## src/rtl/divider_pkg.sv

```systemverilog
// Shared defaults and state encoding for the sequential restoring divider.
// Latency: n/a (declarations only).
// Backpressure: n/a.
package divider_pkg;

  localparam int WIDTH_DEF        = 8;
  localparam int APPROX_ITERS_DEF = 6;

  typedef enum logic [1:0] {
    ST_IDLE = 2'd0,
    ST_ITER = 2'd1,
    ST_DONE = 2'd2
  } state_t;

endpackage

```

## src/rtl/divider_seq_row.sv

```systemverilog
// One WIDTH-cell ripple subtract row (w_lo - dvs), exact or approximate cells per row.
// Latency: purely combinational.
// Backpressure: none; the controller holds the operands stable.
module divider_seq_row
  import divider_pkg::*;
#(
  parameter int WIDTH = WIDTH_DEF
) (
  input  logic [WIDTH-1:0] w_lo,
  input  logic [WIDTH-1:0] dvs,
  input  logic             approx,
  output logic [WIDTH-1:0] diff,
  output logic             bout_final
);

  logic [WIDTH:0] brw;

  // Borrow ripple from bit 0 upward; the approximate cell forwards the divisor bit as borrow.
  always_comb begin
    brw  = '0;
    diff = '0;
    for (int k = 0; k < WIDTH; k++) begin
      if (approx) begin
        diff[k]    = w_lo[k] | dvs[k] | ~brw[k];
        brw[k + 1] = dvs[k];
      end else begin
        diff[k]    = w_lo[k] ^ dvs[k] ^ brw[k];
        brw[k + 1] = (~w_lo[k] & dvs[k]) | (~(w_lo[k] ^ dvs[k]) & brw[k]);
      end
    end
  end

  assign bout_final = brw[WIDTH];

endmodule

```

## src/rtl/divider_seq_ctrl.sv

```systemverilog
// Sequential restoring divider (2W/W), one quotient bit per cycle, optional approximate low rows.
// Latency: out_valid rises WIDTH+1 cycles after the accepting edge.
// Backpressure: results held until out_ready; in_ready only in IDLE, no operand queueing.
module divider_seq_ctrl
  import divider_pkg::*;
#(
  parameter int WIDTH        = WIDTH_DEF,
  parameter int APPROX_ITERS = APPROX_ITERS_DEF
) (
  input  logic               clk,
  input  logic               rst_n,
  input  logic               in_valid,
  output logic               in_ready,
  input  logic [2*WIDTH-1:0] n,
  input  logic [WIDTH-1:0]   d,
  input  logic               approx_en,
  output logic               out_valid,
  input  logic               out_ready,
  output logic [WIDTH-1:0]   q,
  output logic [WIDTH-1:0]   r,
  output logic               dz,
  output logic               ovf
);

  localparam int IW = (WIDTH > 1) ? $clog2(WIDTH) : 1;

  state_t           state;
  logic [IW-1:0]    idx;
  logic [WIDTH-1:0] rem;
  logic [WIDTH-1:0] q_acc;
  logic [WIDTH-1:0] n_lo;
  logic [WIDTH-1:0] d_q;
  logic             ae_q;
  logic             dz_q;
  logic             ovf_q;

  logic [WIDTH:0]   w_cur;
  logic             row_approx;
  logic [WIDTH-1:0] row_diff;
  logic             row_bout;
  logic             q_bit;
  logic [WIDTH-1:0] rem_next;
  logic [WIDTH-1:0] q_next;

  assign in_ready   = (state == ST_IDLE);
  assign w_cur      = {rem, n_lo[idx]};
  assign row_approx = ae_q && (int'(idx) < APPROX_ITERS);

  divider_seq_row #(
    .WIDTH (WIDTH)
  ) u_row (
    .w_lo       (w_cur[WIDTH-1:0]),
    .dvs        (d_q),
    .approx     (row_approx),
    .diff       (row_diff),
    .bout_final (row_bout)
  );

  // Quotient bit, restored/updated partial remainder and the quotient with this bit merged in.
  always_comb begin
    q_bit       = w_cur[WIDTH] | ~row_bout;
    rem_next    = q_bit ? row_diff : w_cur[WIDTH-1:0];
    q_next      = q_acc;
    q_next[idx] = q_bit;
  end

  // Control FSM, iteration datapath and result registers; outputs only move on DONE entry.
  always_ff @(posedge clk or negedge rst_n) begin
    if (!rst_n) begin
      state     <= ST_IDLE;
      idx       <= '0;
      rem       <= '0;
      q_acc     <= '0;
      n_lo      <= '0;
      d_q       <= '0;
      ae_q      <= 1'b0;
      dz_q      <= 1'b0;
      ovf_q     <= 1'b0;
      q         <= '0;
      r         <= '0;
      dz        <= 1'b0;
      ovf       <= 1'b0;
      out_valid <= 1'b0;
    end else begin
      case (state)
        ST_IDLE: begin
          if (in_valid) begin
            n_lo  <= n[WIDTH-1:0];
            d_q   <= d;
            ae_q  <= approx_en;
            rem   <= n[2*WIDTH-1:WIDTH];
            idx   <= IW'(WIDTH - 1);
            q_acc <= '0;
            dz_q  <= (d == '0);
            ovf_q <= (n[2*WIDTH-1:WIDTH] >= d);
            state <= ST_ITER;
          end
        end
        ST_ITER: begin
          rem   <= rem_next;
          q_acc <= q_next;
          if (idx == '0) begin
            q     <= q_next;
            r     <= rem_next;
            dz    <= dz_q;
            ovf   <= ovf_q;
            state <= ST_DONE;
          end else begin
            idx <= idx - 1'b1;
          end
        end
        ST_DONE: begin
          // Result registers settle one cycle before out_valid is raised.
          if (!out_valid) begin
            out_valid <= 1'b1;
          end else if (out_ready) begin
            out_valid <= 1'b0;
            state     <= ST_IDLE;
          end
        end
        default: state <= ST_IDLE;
      endcase
    end
  end

endmodule

```

## config.mk

```make
export PLATFORM = sky130hd
export DESIGN_NAME = divider_seq_ctrl
export DESIGN_NICKNAME = d
export VERILOG_FILES = /design/src/rtl/divider_pkg.sv /design/src/rtl/divider_seq_row.sv /design/src/rtl/divider_seq_ctrl.sv
export SDC_FILE = /design/constraint.sdc
export NUM_CORES = 1
export LEC_CHECK = 0
export CAP_MARGIN = 0
export CORE_MARGIN = 2
export CORE_UTILIZATION = 55
export DETAILED_ROUTE_END_ITERATION = 8
export PLACE_DENSITY = 0.86
export SLEW_MARGIN = 20
export SYNTH_ARGS = -nofsm -noshare
export SYNTH_HDL_FRONTEND = slang
export SYNTH_SLANG_ARGS = --single-unit
```

## constraint.sdc

```tcl
create_clock -name clk -period 16.1 [get_ports clk]
set_input_delay 4.83 -clock clk [delete_from_list [all_inputs] [get_ports clk]]
set_output_delay 4.83 -clock clk [all_outputs]
set_load 0.02 [all_outputs]
```

==> key figures <==
Setup path
  – Path depth of the worst reg2reg path: 30
  – Critical Path RT: 11.27 ns
  – Critical Path Source: state[0]
  – CP startpoint kind: flop
  – Crit-path cells: nor2_1 > clkdlybuf4s50_1
  – Flop2flop setup slack: 9.32 ns
  – Critical path type: flop to primary output
  – Slowest stage delay, CP: 0.67 ns
  – Critical Path Sink Type: primary output
  – Worst-path fanout max: 18
  – CP Data Arrival Time: 1.96 ns
  – Worst reg2reg path startpoint: idx[2]
  – Critical path's slowest cell: clkdlybuf4s50_1
  – Reg2Reg Capture Point: r[3]

Synthesis
  – Most common flop cell mapped by yosys: dfrtp_1
  – FFs w/ async S/R, synth: 100%
  – Post-Syn Instances: 362
  – Compound-Gate Fraction of Synth Area: 18.5%
  – Mux contribution to synthesized area: 2.66%
  – Post-synth top cells: nand2_1, dfrtp_1, o21ai_0
  – Register area share after synthesis: 44.8%
  – Post-synth top area cell: dfrtp_1
  – Synth warn: 0
  – Net Count, Synth: 416
  – Xor/xnor cell area share of the yosys netlist: 0%
  – Syn Area/Cell: 9.10 um^2
  – Adder-Cell Fraction of Synth Area: 11.1%
  – Synth top area share: 44.8%
  – Post-Synthesis Cell Area: 0.00329 mm^2
  – Post-Synth Simple-Gate Area: 17.5%
  – Top-count cell post-synth: nand2_1
  – Library cells used by synthesis: 44
  – Synth area leaders: dfrtp_1, nand2_1, ha_1
  – EDFF count, synth: 0
  – Largest family of logic cells by synthesized area: compound AO/OA/AOI/OAI gates
  – Seq cells post-synth: 59

Pwr
  – PD cells: 225 mW/mm^2
  – Worst VDD drop: 0.0000960 V
  – Total power: 0.000906 W
  – Leakage: 1.89 nW

Finish
  – Antenna Cells: 0
  – Fillers: 434
  – Layout Area Growth over Synthesis: 22.6%
  – Share of cells above drive strength 1: 7.30%
  – Fin nets: 460

Timing
  – FMAX: 0.147 GHz
  – Time the worst path needs with I/O delays and setup: 6.79 ns
  – Worst Max-Slew Pin Slew: 0.908 ns
  – Tcrit/Tclk final: 42.2%
  – RSZ-0062 raised after global routing: false
  – Setup TNS: 0 ns
  – Slew Viols, Final: 0
  – Max_slew headroom: 39.1%
  – Final setup violation count: 0
  – Fin. Hold Viols: 0
  – Layout Skew: 0.00742 ns

Drt
  – DRC Markers: 0
  – Drt pass-1 iters: 6
  – DRT antenna net count: 0
  – Vias: 2,890
  – Vias per Instance: 5.95
  – 1st-iter DRT viols: 381
  – Routed wire per std cell: 16.2 um
  – Total routed wirelength: 7.87 mm

Floorplan
  – Site Rows: 28
  – Die Height: 81.4 um
  – # IOs: 49
  – Die area: 0.00662 mm^2
  – Core area: 0.00585 mm^2
  – Starting Density: 56.3%
  – Die W: 81.4 um

CTS
  – Total CTS buffers: 9
  – PostCTS Resize Cnt: 0
  – Clock latency on the worst-skew pair: 0.34 ns
  – CTS tree: done
  – Register clock-pin slew on the reported worst setup and hold paths: 0.07 ns
  – CTS sink count: 59
  – Post-CTS setup buffers: 0
  – Clock Path Buffers: 2
  – Clock root cell: clkbuf_8
  – Hold-fix buffers, CTS: 0
  – H-tree levels: 3

Placed design
  – Detailed Place HPWL: 5.31 mm
  – Gpl congestion: 0.875
  – Port bufs: 48

Global routing
  – Vias in the first global route: 2,642
  – Largest net degree at the start of global routing: 60
  – Initial antenna violation count: 0
  – Remaining Overflow, GRT: 0
  – Gr usage total: 26.1%
  – First-pass GRT wire length: 13.0 mm

Min path
  – WHS Path Cells: 2
  – Hold EP: r[5]
  – Worst Hold Launch: r[5]
  – Hold Crit Class: flop to flop

Flow run
  – Max cap viols: 0

Outcome
  – Status: complete, no violations
## kinds of logic (layout without fill, tap and decap cells)
family | count (synthesis) | count (layout)
buffers and inverters | 44 | 93
AO/OA/AOI/OAI | 92 | 92
adder cells (fa/ha/maj) | 25 | 25
AND/OR/NAND/NOR | 134 | 134
multiplexers | 8 | 8
flip-flops | 59 | 59
## stage by stage
| step | instances | utilization [%] | hold slack (ns) | setup WS, ns | instance area (um^2) |
|---|---|---|---|---|---|
| after global placement | 470 | 64.9 | 0.460 | 9.29 | 3800 |
| after floorplan | 362 | - | 0.439 | 10.12 | 3290 |
| after CTS | 486 | 68.8 | 0.482 | 9.27 | 4030 |
| after global routing | 486 | 69.0 | 0.510 | 8.82 | 4040 |
| after detailed placement | 470 | 64.9 | 0.462 | 9.53 | 3800 |
| final | 486 | 69.0 | 0.480 | 9.31 | 4040 |
## worst max-delay path, delay by kind of cell (launching register included)
| family | cells | cell delay [ns] |
|---|---|---|
| buffers and inverters | 1 | 0.67 |
| DFF | 1 | 0.58 |
| and+or+nand+nor | 1 | 0.37 |
## sequential cells by signal (all words and copies together), names as in the netlist
register,flops
out_valid,1
idx,3
q,8
rem,8
dz_q,1
r,8
n_lo,8
q_acc,8
ovf_q,1
ae_q,1
state,2
ovf,1
d_q,8
dz,1
## cell type report
cell class              count  area [um^2]  share of cell area [%]
clock buffers              12          155                    3.84
clock inverters             4         72.6                    1.80
inverters                  27          101                    2.51
multi-input cells         259         1650                    40.8
flip-flops and latches     59         1480                    36.6
well taps                  75         93.8                    2.32
repair buffers             50          490                    12.2
## routing by layer
metal | global-route usage (%) | share of wire [%]
met3 | 3.67 | 8.9
met5 | 0 | 0
met2 | 40.4 | 46
met4 | 9.49 | 2.2
met1 | 37.4 | 43
## report_power, final
group          internal [W]  switching (W)  leakage [nW]  total (W)
sequential         0.000216      0.0000648         0.733   0.000280
combinational      0.000192       0.000278          1.05   0.000470
clock             0.0000954      0.0000599         0.113   0.000155
total              0.000503       0.000403          1.89   0.000906
## worst max-delay path by stage
stage / endpoint / slack (ns)
6_report: in_ready / 9.31
5_1_grt: r[3] / 8.82
2_1_floorplan: ovf_q / 10.12
3_3_place_gp: q_acc[6] / 9.29
3_5_place_dp: rem[3] / 9.53
4_1_cts: r[3] / 9.27
## placed cells by master (no fill, tap or decap), drive strengths merged, types with 2 or more instances in the layout
cell | netlist | final
mux2 | 3 | 3
a32oi | 3 | 3
o21ai | 40 | 40
bufinv | 0 | 2
clkdlybuf4s50 | 0 | 47
o22a | 5 | 5
fa | 7 | 7
o211ai | 2 | 2
clkinv | 1 | 2
or3 | 3 | 3
nor3 | 6 | 6
mux2i | 5 | 5
nor2 | 14 | 14
nor2b | 2 | 2
buf | 7 | 3
a22o | 6 | 6
clkbuf | 10 | 12
inv | 26 | 26
and3 | 4 | 4
nand3 | 4 | 4
a21oi | 14 | 14
or2 | 3 | 3
a211oi | 6 | 6
dfrtp | 59 | 59
o22ai | 4 | 4
a221oi | 3 | 3
ha | 18 | 18
nand2 | 89 | 89
nand2b | 5 | 5
nor4 | 3 | 3
Power figures use the tool's default switching activity.
